## config.mk

```make
export PLATFORM = sky130hd
export DESIGN_NAME = param_entry
export DESIGN_NICKNAME = d
export VERILOG_FILES = /design/src/rtl/param_entry_pkg.sv /design/src/rtl/key_debounce.sv /design/src/rtl/param_entry.sv
export SDC_FILE = /design/constraint.sdc
export NUM_CORES = 1
export LEC_CHECK = 0
export CAP_MARGIN = 20
export CORE_ASPECT_RATIO = 1.4
export CORE_MARGIN = 5
export CORE_UTILIZATION = 47
export CTS_CLUSTER_DIAMETER = 200
export DETAILED_ROUTE_END_ITERATION = 8
export DONT_BUFFER_PORTS = 1
export PLACE_DENSITY = 0.6
export SLEW_MARGIN = 10
export SYNTH_ARGS = -nofsm -noshare
export SYNTH_HDL_FRONTEND = slang
export SYNTH_SLANG_ARGS = --single-unit
export TNS_END_PERCENT = 5
```

## constraint.sdc

```tcl
create_clock -name CLOCK_50 -period 6.4 [get_ports CLOCK_50]
set_input_delay 0.64 -clock CLOCK_50 [delete_from_list [all_inputs] [get_ports CLOCK_50]]
set_output_delay 0.64 -clock CLOCK_50 [all_outputs]
set_load 0.005 [all_outputs]
```

## src/rtl/param_entry_pkg.sv

```systemverilog
// Shared types and constants for the parameter-entry panel: field selector
// encoding, field width and the default two-digit value limit.
package param_entry_pkg;

  localparam int unsigned FIELD_W         = 7;
  localparam int unsigned MAX_VAL_DEFAULT = 99;

  typedef enum logic [1:0] {
    SEQ,
    FREQ,
    ADDR
  } field_e;

  function automatic field_e next_field(input field_e f);
    case (f)
      SEQ:     return FREQ;
      FREQ:    return ADDR;
      default: return SEQ;
    endcase
  endfunction

endpackage

```

## src/rtl/key_debounce.sv

```systemverilog
// One pushbutton channel: 2-flop synchronizer, consecutive-mismatch debounce
// counter and a single-cycle pulse on each accepted press (1->0).
module key_debounce #(
  parameter int unsigned DEBOUNCE_CYCLES = 500000
) (
  input  logic clk,
  input  logic rst,
  input  logic key_n,
  output logic press
);

  localparam int unsigned CNT_W = (DEBOUNCE_CYCLES < 2) ? 1 : $clog2(DEBOUNCE_CYCLES + 1);

  logic             sync1;
  logic             sync2;
  logic             level;
  logic [CNT_W-1:0] cnt;

  always_ff @(posedge clk) begin
    if (rst) begin
      sync1 <= 1'b1;
      sync2 <= 1'b1;
      level <= 1'b1;
      cnt   <= '0;
      press <= 1'b0;
    end else begin
      sync1 <= key_n;
      sync2 <= sync1;
      press <= 1'b0;
      if (sync2 == level) begin
        cnt <= '0;
      end else if (cnt == CNT_W'(DEBOUNCE_CYCLES - 1)) begin
        // This is the DEBOUNCE_CYCLES-th consecutive mismatching sample.
        level <= sync2;
        cnt   <= '0;
        press <= ~sync2;
      end else begin
        cnt <= cnt + CNT_W'(1);
      end
    end
  end

endmodule

```

## src/rtl/param_entry.sv

```systemverilog
// Three-field parameter entry: debounced keys step, select and load the
// SEQ/FREQ/ADDR fields; the selected field drives the display and LEDs.
module param_entry
  import param_entry_pkg::*;
#(
  parameter int unsigned DEBOUNCE_CYCLES = 500000,
  parameter int unsigned MAX_VAL         = MAX_VAL_DEFAULT
) (
  input  logic               CLOCK_50,
  input  logic               reset,
  input  logic               KEY0,
  input  logic               KEY1,
  input  logic               KEY2,
  input  logic               KEY3,
  input  logic [FIELD_W-1:0] SW,
  output logic [FIELD_W-1:0] seq_num,
  output logic [FIELD_W-1:0] freq_num,
  output logic [FIELD_W-1:0] rom_addr,
  output logic [FIELD_W-1:0] disp_val,
  output logic [0:9]         LEDR
);

  localparam logic [FIELD_W-1:0] MAX_F = FIELD_W'(MAX_VAL);

  logic [3:0]         press;
  field_e             sel;
  field_e             sel_nxt;
  logic [FIELD_W-1:0] cur;
  logic [FIELD_W-1:0] upd;
  logic               write;
  logic [FIELD_W-1:0] seq_nxt;
  logic [FIELD_W-1:0] freq_nxt;
  logic [FIELD_W-1:0] addr_nxt;
  logic [FIELD_W-1:0] disp_nxt;
  logic [0:9]         led_nxt;

  key_debounce #(.DEBOUNCE_CYCLES(DEBOUNCE_CYCLES)) u_key0 (
    .clk(CLOCK_50), .rst(reset), .key_n(KEY0), .press(press[0]));
  key_debounce #(.DEBOUNCE_CYCLES(DEBOUNCE_CYCLES)) u_key1 (
    .clk(CLOCK_50), .rst(reset), .key_n(KEY1), .press(press[1]));
  key_debounce #(.DEBOUNCE_CYCLES(DEBOUNCE_CYCLES)) u_key2 (
    .clk(CLOCK_50), .rst(reset), .key_n(KEY2), .press(press[2]));
  key_debounce #(.DEBOUNCE_CYCLES(DEBOUNCE_CYCLES)) u_key3 (
    .clk(CLOCK_50), .rst(reset), .key_n(KEY3), .press(press[3]));

  always_comb begin
    case (sel)
      SEQ:     cur = seq_num;
      FREQ:    cur = freq_num;
      default: cur = rom_addr;
    endcase

    upd     = cur;
    write   = 1'b0;
    sel_nxt = sel;
    // Priority KEY3 > KEY2 > KEY0 > KEY1; lower-priority events are dropped.
    if (press[3]) begin
      upd   = (SW > MAX_F) ? MAX_F : SW;
      write = 1'b1;
    end else if (press[2]) begin
      sel_nxt = next_field(sel);
    end else if (press[0]) begin
      upd   = (cur >= MAX_F) ? '0 : cur + FIELD_W'(1);
      write = 1'b1;
    end else if (press[1]) begin
      upd   = (cur == '0) ? MAX_F : cur - FIELD_W'(1);
      write = 1'b1;
    end

    seq_nxt  = (write && sel == SEQ)  ? upd : seq_num;
    freq_nxt = (write && sel == FREQ) ? upd : freq_num;
    addr_nxt = (write && sel == ADDR) ? upd : rom_addr;

    // Display and LEDs are derived from next-state so they move with the fields.
    led_nxt = '0;
    case (sel_nxt)
      SEQ: begin
        disp_nxt   = seq_nxt;
        led_nxt[0] = 1'b1;
      end
      FREQ: begin
        disp_nxt   = freq_nxt;
        led_nxt[1] = 1'b1;
      end
      default: begin
        disp_nxt   = addr_nxt;
        led_nxt[2] = 1'b1;
      end
    endcase
  end

  always_ff @(posedge CLOCK_50) begin
    if (reset) begin
      sel      <= SEQ;
      seq_num  <= '0;
      freq_num <= '0;
      rom_addr <= '0;
      disp_val <= '0;
      LEDR     <= 10'b1000000000;
    end else begin
      sel      <= sel_nxt;
      seq_num  <= seq_nxt;
      freq_num <= freq_nxt;
      rom_addr <= addr_nxt;
      disp_val <= disp_nxt;
      LEDR     <= led_nxt;
    end
  end

endmodule

```

==> Word-level counts from Yosys, hierarchy flattened <==
Cells that the tools add are included.
{ "totals": {"regBits": 132, "in_bits": 13, "out_inout_bits": 38, "wordCells": 99} }
{ "classes": {"addsub": 6, "order_cmp": 2, "n_eq_ne": 11, "muxes": 22, "bitwise": 12, "reduce_logical": 19} }
{ "ops": {"columns": ["op", "n"], "rows": [
  ["19-bit by 1-bit adder with 19-bit output, second input constant", 4],
  ["19-bit equality test, second input constant", 4],
  ["7-bit two-way mux", 10],
  ["7-bit one-hot mux with 2 select lines", 2],
  ["3-bit OR reduction", 8],
  ["1-bit NOT", 12],
  ["2-bit AND reduction", 4],
  ["7-bit by 1-bit adder with 7-bit output, second input constant", 1],
  ["7-bit greater-or-equal comparator, second input constant", 1],
  ["7-bit > comparator, second input constant", 1],
  ["7-bit logical NOT", 1],
  ["1-bit two-way mux", 7],
  ["7-bit by 1-bit subtractor with 7-bit output, second input constant", 1],
  ["1-bit equality test", 4],
  ["2-bit by 1-bit equality test with 1-bit output, second input constant", 2],
  ["2-bit logical NOT", 2],
  ["2-bit two-way mux", 2],
  ["2-bit one-hot mux with 2 select lines", 1],
  ["1-bit logical AND", 3],
  ["2-bit equality test, second input constant", 1],
  ["2-bit OR reduction", 1]
]} }

==> Logic depth before layout (Yosys ltp) <==
Gate-level depths: netlist of the first run.
{ "logic_depth": {"depth_word": 10, "ltp_mapped": 13, "ltp_nobuf": 11} }

==> Hierarchy <==
Synthesis of the first run repeated with hierarchy kept, for this count alone.
{ "hier_totals": {"cells_unflattened": 757, "hier_area_um2": 6337.3} }
{ "modules_own_cells": {"columns": ["mod", "instances", "cells_each", "area_per_inst_um2", "seq_area_each_um2"], "rows": [
  ["key_debounce", 4, 111, 1016.0, 460.4],
  ["param_entry", 1, 313, 2273.4, 660.6]
]} }

==> Worst setup path after synthesis of the first run <==
No wires, ideal clock.
{ "synth_path": {"kind": "register to register", "from": "register sel[1]", "to": "register freq_num[4]", "setup_ps": 86, "t_arrival_ps": 2196, "required_time_ps": 6314, "setup_slack_ps": 4119, "path_stages_with_launch": 13, "n_path_buf": 2, "period_less_slack_ps": 2281, "cell_sequence": "dfxtp_1 > buf_4 > buf_6 > o21ai_2 > inv_1 > ha_1 > and2_1 > o211ai_1 > nor2_1 > xnor2_1 > o311ai_2 > a21boi_1 > a211oi_1"} }
{ "synth_between": {"elab_chain_cells": 9, "elab_cells_between_ends": 15, "cone_classes": "add/sub (2); order compare (1); eq/ne (1); mux (8); reduce/logical (3)"} }
{ "synth_rtl": {"columns": ["item", "line_no", "text"], "rows": [
  ["start: declaration", "param_entry.sv:26", "field_e sel;"],
  ["start signal: assignment", "param_entry.sv:101", "sel <= sel_nxt;"],
  ["2-bit by 1-bit equality test with 1-bit output or 2-bit logical NOT (tied branches)", "param_entry.sv:47, param_entry.sv:71", null],
  ["7-bit one-hot mux with 2 select lines", "param_entry.sv:47", "case (sel)"],
  ["7-bit by 1-bit subtractor with 7-bit output or 7-bit logical NOT (tied branches)", "param_entry.sv:66", "upd = (cur == '0) ? MAX_F : cur - FIELD_W'(1);"],
  ["7-bit two-way mux", "param_entry.sv:66", null],
  ["7-bit two-way mux", "param_entry.sv:65", "end else if (press[1]) begin"],
  ["7-bit two-way mux", "param_entry.sv:62", "end else if (press[0]) begin"],
  ["7-bit two-way mux", "param_entry.sv:60", "end else if (press[2]) begin"],
  ["7-bit two-way mux", "param_entry.sv:57", "if (press[3]) begin"],
  ["7-bit two-way mux *", "param_entry.sv:71", "freq_nxt = (write && sel == FREQ) ? upd : freq_num;"],
  ["end signal: assignment", "param_entry.sv:103", "freq_num <= freq_nxt;"],
  ["end: declaration", "param_entry.sv:17", "output logic [FIELD_W-1:0] freq_num,"]
]} }
Mark *: on every way between the ends. The rest lies on a longest branch, timed or not.
A chain may end at the register's enable or synchronous reset.

==> Worst setup path after layout of the first run <==
{ "layout_path": {"from": "register sel[0]", "to": "register rom_addr[6]"} }
{ "layout_between": {"elab_chain_cells": 9, "elab_cells_between_ends": 16, "cone_classes": "add/sub (2); order compare (1); eq/ne (2); mux (8); reduce/logical (3)"} }
{ "layout_rtl": {"columns": ["item", "line_no", "text"], "rows": [
  ["2-bit by 1-bit equality test with 1-bit output or 2-bit logical NOT (tied branches)", "param_entry.sv:47", null],
  ["7-bit one-hot mux with 2 select lines", "param_entry.sv:47", null],
  ["7-bit by 1-bit subtractor with 7-bit output or 7-bit logical NOT (tied branches)", "param_entry.sv:66", null],
  ["7-bit two-way mux", "param_entry.sv:66", null],
  ["7-bit two-way mux", "param_entry.sv:65", null],
  ["7-bit two-way mux", "param_entry.sv:62", null],
  ["7-bit two-way mux", "param_entry.sv:60", null],
  ["7-bit two-way mux", "param_entry.sv:57", null],
  ["7-bit two-way mux *", "param_entry.sv:72", "addr_nxt = (write && sel == ADDR) ? upd : rom_addr;"],
  ["end signal: assignment", "param_entry.sv:104", "rom_addr <= addr_nxt;"],
  ["end: declaration", "param_entry.sv:18", "output logic [FIELD_W-1:0] rom_addr,"]
]} }
Marks and branches as above.

==> results of run 1 <==
==> synth_stat cells, drive strengths merged (3+ instances only) <==
library cell  number  area (um2)
nand3             36       192.7
ha                 7       87.58
nand4b             3       26.28
nor4b             10       87.58
clkbuf            14       52.55
mux2i             15       162.7
a21oi             25       128.9
dfxtp            125        2502
o21ai             29       160.2
nor4               4       25.02
nand2             67       251.5
nor2b              5       31.28
nand2b             6       37.54
nand4              9       56.30
o211ai             4       30.03
or2               10       62.56
and3              18       112.6
xor2              40       350.3
o21a               4       30.03
or3               10       62.56
a21boi             4       30.03
inv               15       56.30
a211oi            11       82.58
a22o               4       35.03
a311oi             5       50.04
nor2             120       452.9
and4               6       55.05
xnor2             27       236.5
nor3              11       60.06
buf               18       122.6
==> worst max-delay path, cell delays in order, from the launching register on <==
cell and delay, ns:
dfxtp_1 0.88, mux2i_1 0.30, o21ai_2 0.14, inv_1 0.14
ha_1 0.16, and2_1 0.14, o211ai_1 0.13, nor4_1 0.29
xor2_1 0.18, a21oi_1 0.10, a221oi_2 0.36, a211oi_1 0.13
==> power by group <==
group          switching [mW]  internal, mW  leakage (nW)
combinational         0.00797       0.00461         0.952
clock                   0.345         0.652         0.298
sequential            0.00209         0.782          1.01
total                   0.355          1.44          2.26
==> final timing paths <==
path | start | end | slack [ns]
worst max-delay path | sel[0] | rom_addr[6] | 3.30
worst min-delay path | reset | LEDR[2] | 0.33
worst max register to register | sel[0] | rom_addr[6] | 3.30
worst min register to register | u_key2.sync1 | u_key2.sync2 | 0.42
==> kinds of logic after synthesis <==
| logic type | Yosys count |
|---|---|
| compound gates | 110 |
| xor+xnor | 67 |
| fa+ha+maj | 7 |
| buf+inv | 47 |
| flops | 125 |
| mux | 17 |
| other cells | 1 |
| simple gates | 323 |
==> layout by cell type, fill, tap and decap left out, drive strengths merged, types with 3 or more instances in the layout <==
cell      netlist  layout
conb            1       7
nor2b           5       5
nor3           11      11
a211oi         11      11
nand2b          6       6
o21ai          29      29
xor2           40      40
o21a            4       4
clkinvlp        0       3
xnor2          27      27
dfxtp         125     125
nor4            4       4
buf            18       4
nand4b          3       3
or3            10      10
nand3          36      36
ha              7       7
a22o            4       4
bufinv          0       3
nand4           9       9
nor4b          10      10
and4            6       6
o211ai          4       4
and3           18      18
nor2          120     120
clkinv          0       4
a21oi          25      25
inv            15      15
clkbuf         14      22
a21boi          4       4
or2            10      10
a311oi          5       5
nand2          67      67
mux2i          15      15
==> routing by layer <==
metal  up-vias  share of wire, %  global-route usage, %  wire length, um
met5         -                 0                      0                0
met4         0               1.7                  5.529              239
met3        22               5.1                  6.292              714
met2        94                51                  34.44             7144
met1      2237                42                  21.19             5782
li1       2408                 -                      -                -
==> layout make-up <==
cell class / count / area share, %
multi-input combinational: 531 / 49.06
inverter: 15 / 0.8443
clock buffer: 22 / 7.261
tap: 150 / 2.814
timing repair buffer: 4 / 0.4503
sequential: 125 / 37.52
clock inverter: 10 / 2.045
==> state kept, by name (all words and copies together), names as in the netlist, 2 cells and up <==
signal and cells:
u_key0.cnt 19, u_key1.cnt 19, u_key2.cnt 19, u_key3.cnt 19, disp_val 7, freq_num 7
rom_addr 7, seq_num 7, LEDR 3, sel 2
==> through the flow <==
| stage | hold slack, ns | utilization (%) |
|---|---|---|
| floorplan | 0.3895 | - |
| global placement | 0.4109 | 48.65 |
| detailed placement | 0.3993 | 48.65 |
| CTS | 0.2935 | 53.64 |
| global route | 0.2916 | 53.64 |
| finish | 0.3272 | 53.64 |
==> results.yml, run 1 <==
synth:
  ys_seq_elements: 125
  yosysWarnings: 0
  yosysUniqueCellTypes: 71
  synth_seq_area_share_pct: 41.86
  async_flop_share_pct: 0
  synth_edf_count: 0
  yosys.area_share.adder_pct: 1.465
  synthCells: 697
  synth.area.mux_share_pct: 3.160
  synth_top_family_by_area: "simple AND/OR/NAND/NOR gates"
  ys.flop_type: "dfxtp_1"
  synth_xor_area_share_pct: 9.816
  avgSynthCellArea_um2: 8.577
  synth-simple-area-share_pct: 26.48
  synth-compound-area-share_pct: 13.29
  netlist_area_mm2: 0.005978
global_route:
  grt_overflow_total: 0
  grt_max_degree: 55
  grt_pass1_vias: 4559
  grt_usage_pct: 19.02
  grt_pass1_wl_um: 22890
  antenna_found_initial: 0
placement:
  gp_congestion: 0.9306
  dpl.hpwl_um: 9896
  dp_cells: 825
  post-place-ws_ns: 3.355
  dpl-instance-area_mm2: 0.006048
  port_buffers: 0
floorplan:
  fp.dieH_um: 143.4
  row_count: 48
  fp.dieW_um: 105.3
  core_mm2: 0.01243
  ios: 51
  start_util_pct: 48.09
  fp.dieArea_mm2: 0.01511
critical_path:
  worstSetupStartpointType: "flop"
  cp_max_fo: 18
  arrival_ns: 3.37
  cp.required_ns: 6.66
  critPathCaptureType: "flop"
  rr_worst_depth: 11
  path_class: "reg2reg"
hold_path:
  hold_depth: 1
  hold_path_class: "in2reg"
clock_tree:
  root_buffer: "clkbuf_16"
  clock_latency_ns: 0.42
  cts-buffers-inserted: 17
  clockBufferDepth: 2
  cts-resized-gates: 0
  h-tree-depth: 4
  cts_setup_buffers: 0
  path_clk_slew_ns: 0.06
  cts_tree: "built"
  holdBufCountCts: 0
  cts_sinks: 125
timing:
  worstMarginPinSlew_ns: 0.8924
  finalSetupTns_ns: 0
  finalMaxSlewViolations: 0
  final.period_utilization_pct: 48.51
  rsz0062_at_grt: "no"
  layout_min_cycle_time_ns: 3.105
  setup_slack_ns: 3.295
  hold_violations: 0
  max_freq_ghz: 0.3221
  setup-violations-final: 0
  clock_skew_ns: 0.01046
  relSlewSlack_pct: 40.24
drt:
  route.detailed.drc: 0
  dr.pass1.iters: 4
  wl_um: 13880
  vias: 4761
  drt_iter0_drc: 242
  vias_per_cell: 5.555
  wl_per_cell_um: 16.20
  ant_nets: 0
power_and_ir_drop:
  power_density_mw_per_mm2: 268.9
  p_total_mw: 1.794
  irDropWorstVdd_v: 0.0001554
  p_leak_nw: 2.259
finish:
  seq_area_mm2: 0.002502
  fin_nets: 714
  fillerInstances: 1175
  drive_gt1_share_pct: 9.335
  area_growth_pct: 11.55
  multi_input_area_mm2: 0.003272
  diodes: 0
  fin_area_mm2: 0.006669
  final_cells: 857
status:
  status: "completed"
run:
  cap_violations: 0
(Power assumes the default switching activity.)
==> run 2, diff against run 1 <==
--- a/config.mk
+++ b/config.mk
@@ -12,7 +12,7 @@
 export CTS_CLUSTER_DIAMETER = 200
 export DETAILED_ROUTE_END_ITERATION = 8
 export DONT_BUFFER_PORTS = 1
-export PLACE_DENSITY = 0.6
+export PLACE_DENSITY = 0.62
 export SLEW_MARGIN = 10
 export SYNTH_ARGS = -nofsm -noshare
 export SYNTH_HDL_FRONTEND = slang
==> constraint.sdc (replaced) <==
create_clock -name CLOCK_50 -period 2.7 [get_ports CLOCK_50]
set_input_delay 0.27 -clock CLOCK_50 [delete_from_list [all_inputs] [get_ports CLOCK_50]]
set_output_delay 0.27 -clock CLOCK_50 [all_outputs]
set_load 0.005 [all_outputs]
==> results.yml, run 2 (synthesis gave the netlist of run 1 again) <==
global_route:
  grt_max_degree: 37
  grt_usage_pct: 19.91
  grt_overflow_total: 0
  grt_pass1_wl_um: 23990
  antenna_found_initial: 0
  grt_pass1_vias: 4826
timing:
  rsz0062_at_grt: "yes"
  layout_min_cycle_time_ns: 2.556
  max_freq_ghz: 0.3912
  finalMaxSlewViolations: 0
  clock_skew_ns: 0.008931
  hold_violations: 0
  setup-violations-final: 0
  relSlewSlack_pct: 50.24
  final.period_utilization_pct: 94.67
  worstMarginPinSlew_ns: 0.7424
  setup_slack_ns: 0.1439
  timing.hold.ws_ns: 0.06160
floorplan:
  fp.dieW_um: 105.3
  core_mm2: 0.01243
  fp.dieH_um: 143.4
  start_util_pct: 48.09
  ios: 51
  fp.dieArea_mm2: 0.01511
  row_count: 48
finish:
  multi_input_area_mm2: 0.003276
  fin_area_mm2: 0.006827
  seq_area_mm2: 0.002504
  layout_commonest_cell: "dfxtp_1"
  postLayoutCoreUtil_pct: 54.91
  diodes: 0
  fillerInstances: 1166
  fin_nets: 738
  area_growth_pct: 14.19
  final_cell_mix: "dfxtp_1 (124), nor2_1 (119), nand2_1 (67)"
  drive_gt1_share_pct: 11.37
clock_tree:
  root_buffer: "clkbuf_16"
  cts_setup_buffers: 0
  cts_sinks: 125
  clock_latency_ns: 0.41
  clockBufferDepth: 2
  cts-buffers-inserted: 17
  h-tree-depth: 4
  path_clk_slew_ns: 0.06
  cts_tree: "built"
status:
  status: "completed"
critical_path:
  crit_path_end: "disp_val[3]"
  slowest_delay_ns: 0.43
  worstSetupStartpointType: "flop"
  r2r_slack_ns: 0.14
  reg2reg_from: "sel[0]"
  r2r_end: "disp_val[3]"
  crit_path_start: "sel[0]"
  critPathCaptureType: "flop"
  crit_slowest_cell: "dfxtp_2"
  arrival_ns: 2.86
  cp.required_ns: 3.00
  path_cells: "buf_12, mux2i_1, o21ai_2, nor2_2, nand3_4, a32oi_2, a21boi_1, a221o_1"
  rr_worst_depth: 8
  path_class: "reg2reg"
  cp_max_fo: 13
power_and_ir_drop:
  p_seq_share_pct: 46.0
  irDropWorstVdd_v: 0.0003064
  p_leak_nw: 2.356
  power_density_mw_per_mm2: 591.3
  power_switching_mw: 0.8106
  p_int_mw: 3.226
  clockPowerShare_pct: 52.7
  p_comb_share_pct: 1.2
  p_total_mw: 4.037
  sw_frac_of_total_pct: 20.08
drt:
  vias_per_cell: 5.563
  vias: 4895
  dr.pass1.iters: 5
  route.detailed.drc: 0
  ant_nets: 0
  wl_per_cell_um: 16.69
  wl_um: 14690
  drt_iter0_drc: 249
placement:
  dpl-instance-area_mm2: 0.006196
  post-place-ws_ns: 0.01454
  port_buffers: 0
  gp_congestion: 0.8701
  dpl.hpwl_um: 10390
hold_path:
  hold_path_class: "in2reg"
run:
  cap_violations: 0
## run 2: cell count changes in the layout (fill, tap and decap cells not counted), sizes merged
cell / change
clkinvlp: -1
clkinv: -1
clkbuf: +3
buf: +19
bufinv: -2
dlygate4sd3: +5
## run 2: how the worst min path moves through the flow
stage / cells past startpoint / start / endpoint / slack [ns]
2_1_floorplan: 1 / KEY0 / u_key0.sync1 / 0.37
3_3_place_gp: 1 / reset / freq_num[0] / 0.36
3_5_place_dp: 1 / reset / rom_addr[1] / 0.36
4_1_cts: 2 / reset / rom_addr[5] / 0.04
5_1_grt: 3 / reset / disp_val[0] / 0.05
6_report: 2 / reset / freq_num[5] / 0.06
## run 2: power groups by stage
stage	registers, mW	clock network, mW	logic [mW]
after CTS	1.86	2.17	0.0498
after detailed placement	1.90	0	0.0307
final	1.86	2.13	0.0494
after global routing	1.86	2.26	0.0547
after floorplan	1.90	0	0.0419
after global placement	1.90	0	0.0302
## run 2: area by class of cell
cell class | count | share of cell area (%)
sequential | 125 | 36.68
multi-input combinational | 531 | 47.98
clock inverter | 6 | 0.8798
tap | 150 | 2.749
timing repair buffer | 28 | 3.629
inverter | 15 | 0.8248
clock buffer | 25 | 7.258
## run 2: worst max-delay path: cells and delay by family (launching register included)
kind,cells,cell delay (ns)
AO/OA/AOI/OAI,4,1.06
AND/OR/NAND/NOR,2,0.46
flip-flops,1,0.43
multiplexers,1,0.30
buffers and inverters,1,0.18
## run 2: stage by stage
step	setup TNS (ns)	instances
floorplan	0	703
global placement	0	843
detailed placement	0	843
CTS	0	880
global route	-0.07563	880
finish	0	880
## run 2: timing repair
| item | in CTS | in global routing |
|---|---|---|
| gates resized for setup | 1 | 1 |
| hold buffers | 6 | 0 |
| endpoints found under the setup margin | 1 | 23 |
| endpoints found under the hold margin | 36 | 0 |
## run 2: routing by layer
layer | track usage, % | wire [um] | vias up
li1 | - | - | 2456
met1 | 22.86 | 6281 | 2314
met2 | 34.85 | 7402 | 98
met3 | 4.899 | 646 | 27
met4 | 9.261 | 359 | 0
met5 | 0 | 0 | -
==> RTL edit (config.mk and constraints of run 2) <==
`DEBOUNCE_CYCLES` is set to 500000 in 2 places; all go to 1000000.
--- a/src/rtl/key_debounce.sv
+++ b/src/rtl/key_debounce.sv
@@ -3,3 +3,3 @@
 module key_debounce #(
-  parameter int unsigned DEBOUNCE_CYCLES = 500000
+  parameter int unsigned DEBOUNCE_CYCLES = 1000000
 ) (
--- a/src/rtl/param_entry.sv
+++ b/src/rtl/param_entry.sv
@@ -5,3 +5,3 @@
 #(
-  parameter int unsigned DEBOUNCE_CYCLES = 500000,
+  parameter int unsigned DEBOUNCE_CYCLES = 1000000,
   parameter int unsigned MAX_VAL         = MAX_VAL_DEFAULT
Behaviour: same outputs for any inputs over 10 cycles, from zero or initial values and one cycle with reset high; that may be too few to reach the edited logic, so the function may still have changed.
==> RTL edit against run 2 <==
Fmax grew 0.86%. Core utilization grew 0.39 points. Synthesized area grew 1.8%. Wire length shrank 2.3%. Design area grew 3.3%. Largest cell class unchanged. Setup slack gained 22 ps. Sequential cell count grew 4. First-iteration DRC count shrank 33%. Critical path depth grew 2. Non-clock buffer count grew 15. Total power grew 1.2%.
==> RTL edit: results (changes against run 2) <==
[grt]
first_global_vias=5024  ; +4.1%
grtUsageTotal_pct=19.2  ; -0.68 points

[timing]
hold_ws_ps=48.1  ; -13.5 ps
worstMarginPinSlew_ps=657  ; -85.6 ps

[power_and_ir_drop]
power_frac_clock_pct=52.0  ; -0.7 points
ir_worst_vdd_v=0.000338  ; +10%
p_int_w=0.00321  ; -0.37%
power_density_nw_per_um2=580  ; -2.0%
power_leakage_nw=2.45  ; +4.1%

[clock_network]
cts.repair.resized=0  ; -1

[logic_synthesis]
yosys-top-cells-area=dfxtp_1, nor2_1, xor2_1
netlist_instances=731  ; +4.9%
yosysUniqueCellTypes=62  ; -13%
yosysSeqAreaShare_pct=42.4  ; +0.58 points

[hold_path]
min_to=seq_num[0]$_SDFF_PP0_

[status]
status=complete, no violations

[critical_path]
reg2regPathDepth=10  ; +2
slowest_stage=or3_4
ff2ff_setup_slack_ps=170  ; +20 ps

[place]
dp.cells=896  ; +6.3%
hpwlAfterDp_um=10400  ; -0.14%
placed_area_um2=6420  ; +3.6%
pre_cts_ws_ps=83.3  ; +68.8 ps

[drt]
routed_wl_um=14300  ; -2.3%
vias_per_cell=5.58  ; +0.27%

[finish]
nFillCells=1213  ; +4.0%

[RTL edit: cells by family (layout without fill, tap and decap cells)]
group                      Yosys count  count (layout)  share of synthesized area, %
AOI/OAI and AO/OA                  112             112                          12.5
xor gates and xnor gates            72              72                          10.4
adders and majority gates            6               6                          1.23
buffers and inverters               44              87                          3.43
DFF                                129             129                          42.4
muxes                               13              13                          2.45
other                                1               7                        0.0616
and+or+nand+nor                    354             354                          27.5
[RTL edit: worst max-delay path by stage]
| stage | slack, ps | to | cells after the start | start |
|---|---|---|---|---|
| finish | 170 | rom_addr[6]$_SDFF_PP0_ | 10 | sel[0]$_SDFF_PP0_ |
| global route | 0.8 | rom_addr[6]$_SDFF_PP0_ | 10 | sel[0]$_SDFF_PP0_ |
| CTS | 50 | disp_val[2]$_SDFF_PP0_ | 9 | sel[0]$_SDFF_PP0_ |
| detailed placement | 80 | disp_val[2]$_SDFF_PP0_ | 9 | sel[0]$_SDFF_PP0_ |
| global placement | 160 | rom_addr[6]$_SDFF_PP0_ | 10 | sel[0]$_SDFF_PP0_ |
| floorplan | 250 | disp_val[4]$_SDFF_PP0_ | 11 | sel[1]$_SDFF_PP0_ |
[RTL edit: per-layer routing]
metal / global-route usage, % / vias up / routed length [µm]
li1: - / 2597 / -
met1: 20.5 / 2425 / 5770
met2: 34.4 / 140 / 7340
met3: 4.29 / 42 / 684
met4: 12.0 / 0 / 547
met5: 0 / - / 0
[RTL edit: layout make-up]
cell class | count | area share (%)
clock inverters | 13 | 1.61
repair buffers | 43 | 4.90
inverters | 12 | 0.639
multi-input cells | 564 | 47.2
clock buffers | 19 | 6.28
well taps | 153 | 2.71
flip-flops and latches | 129 | 36.6
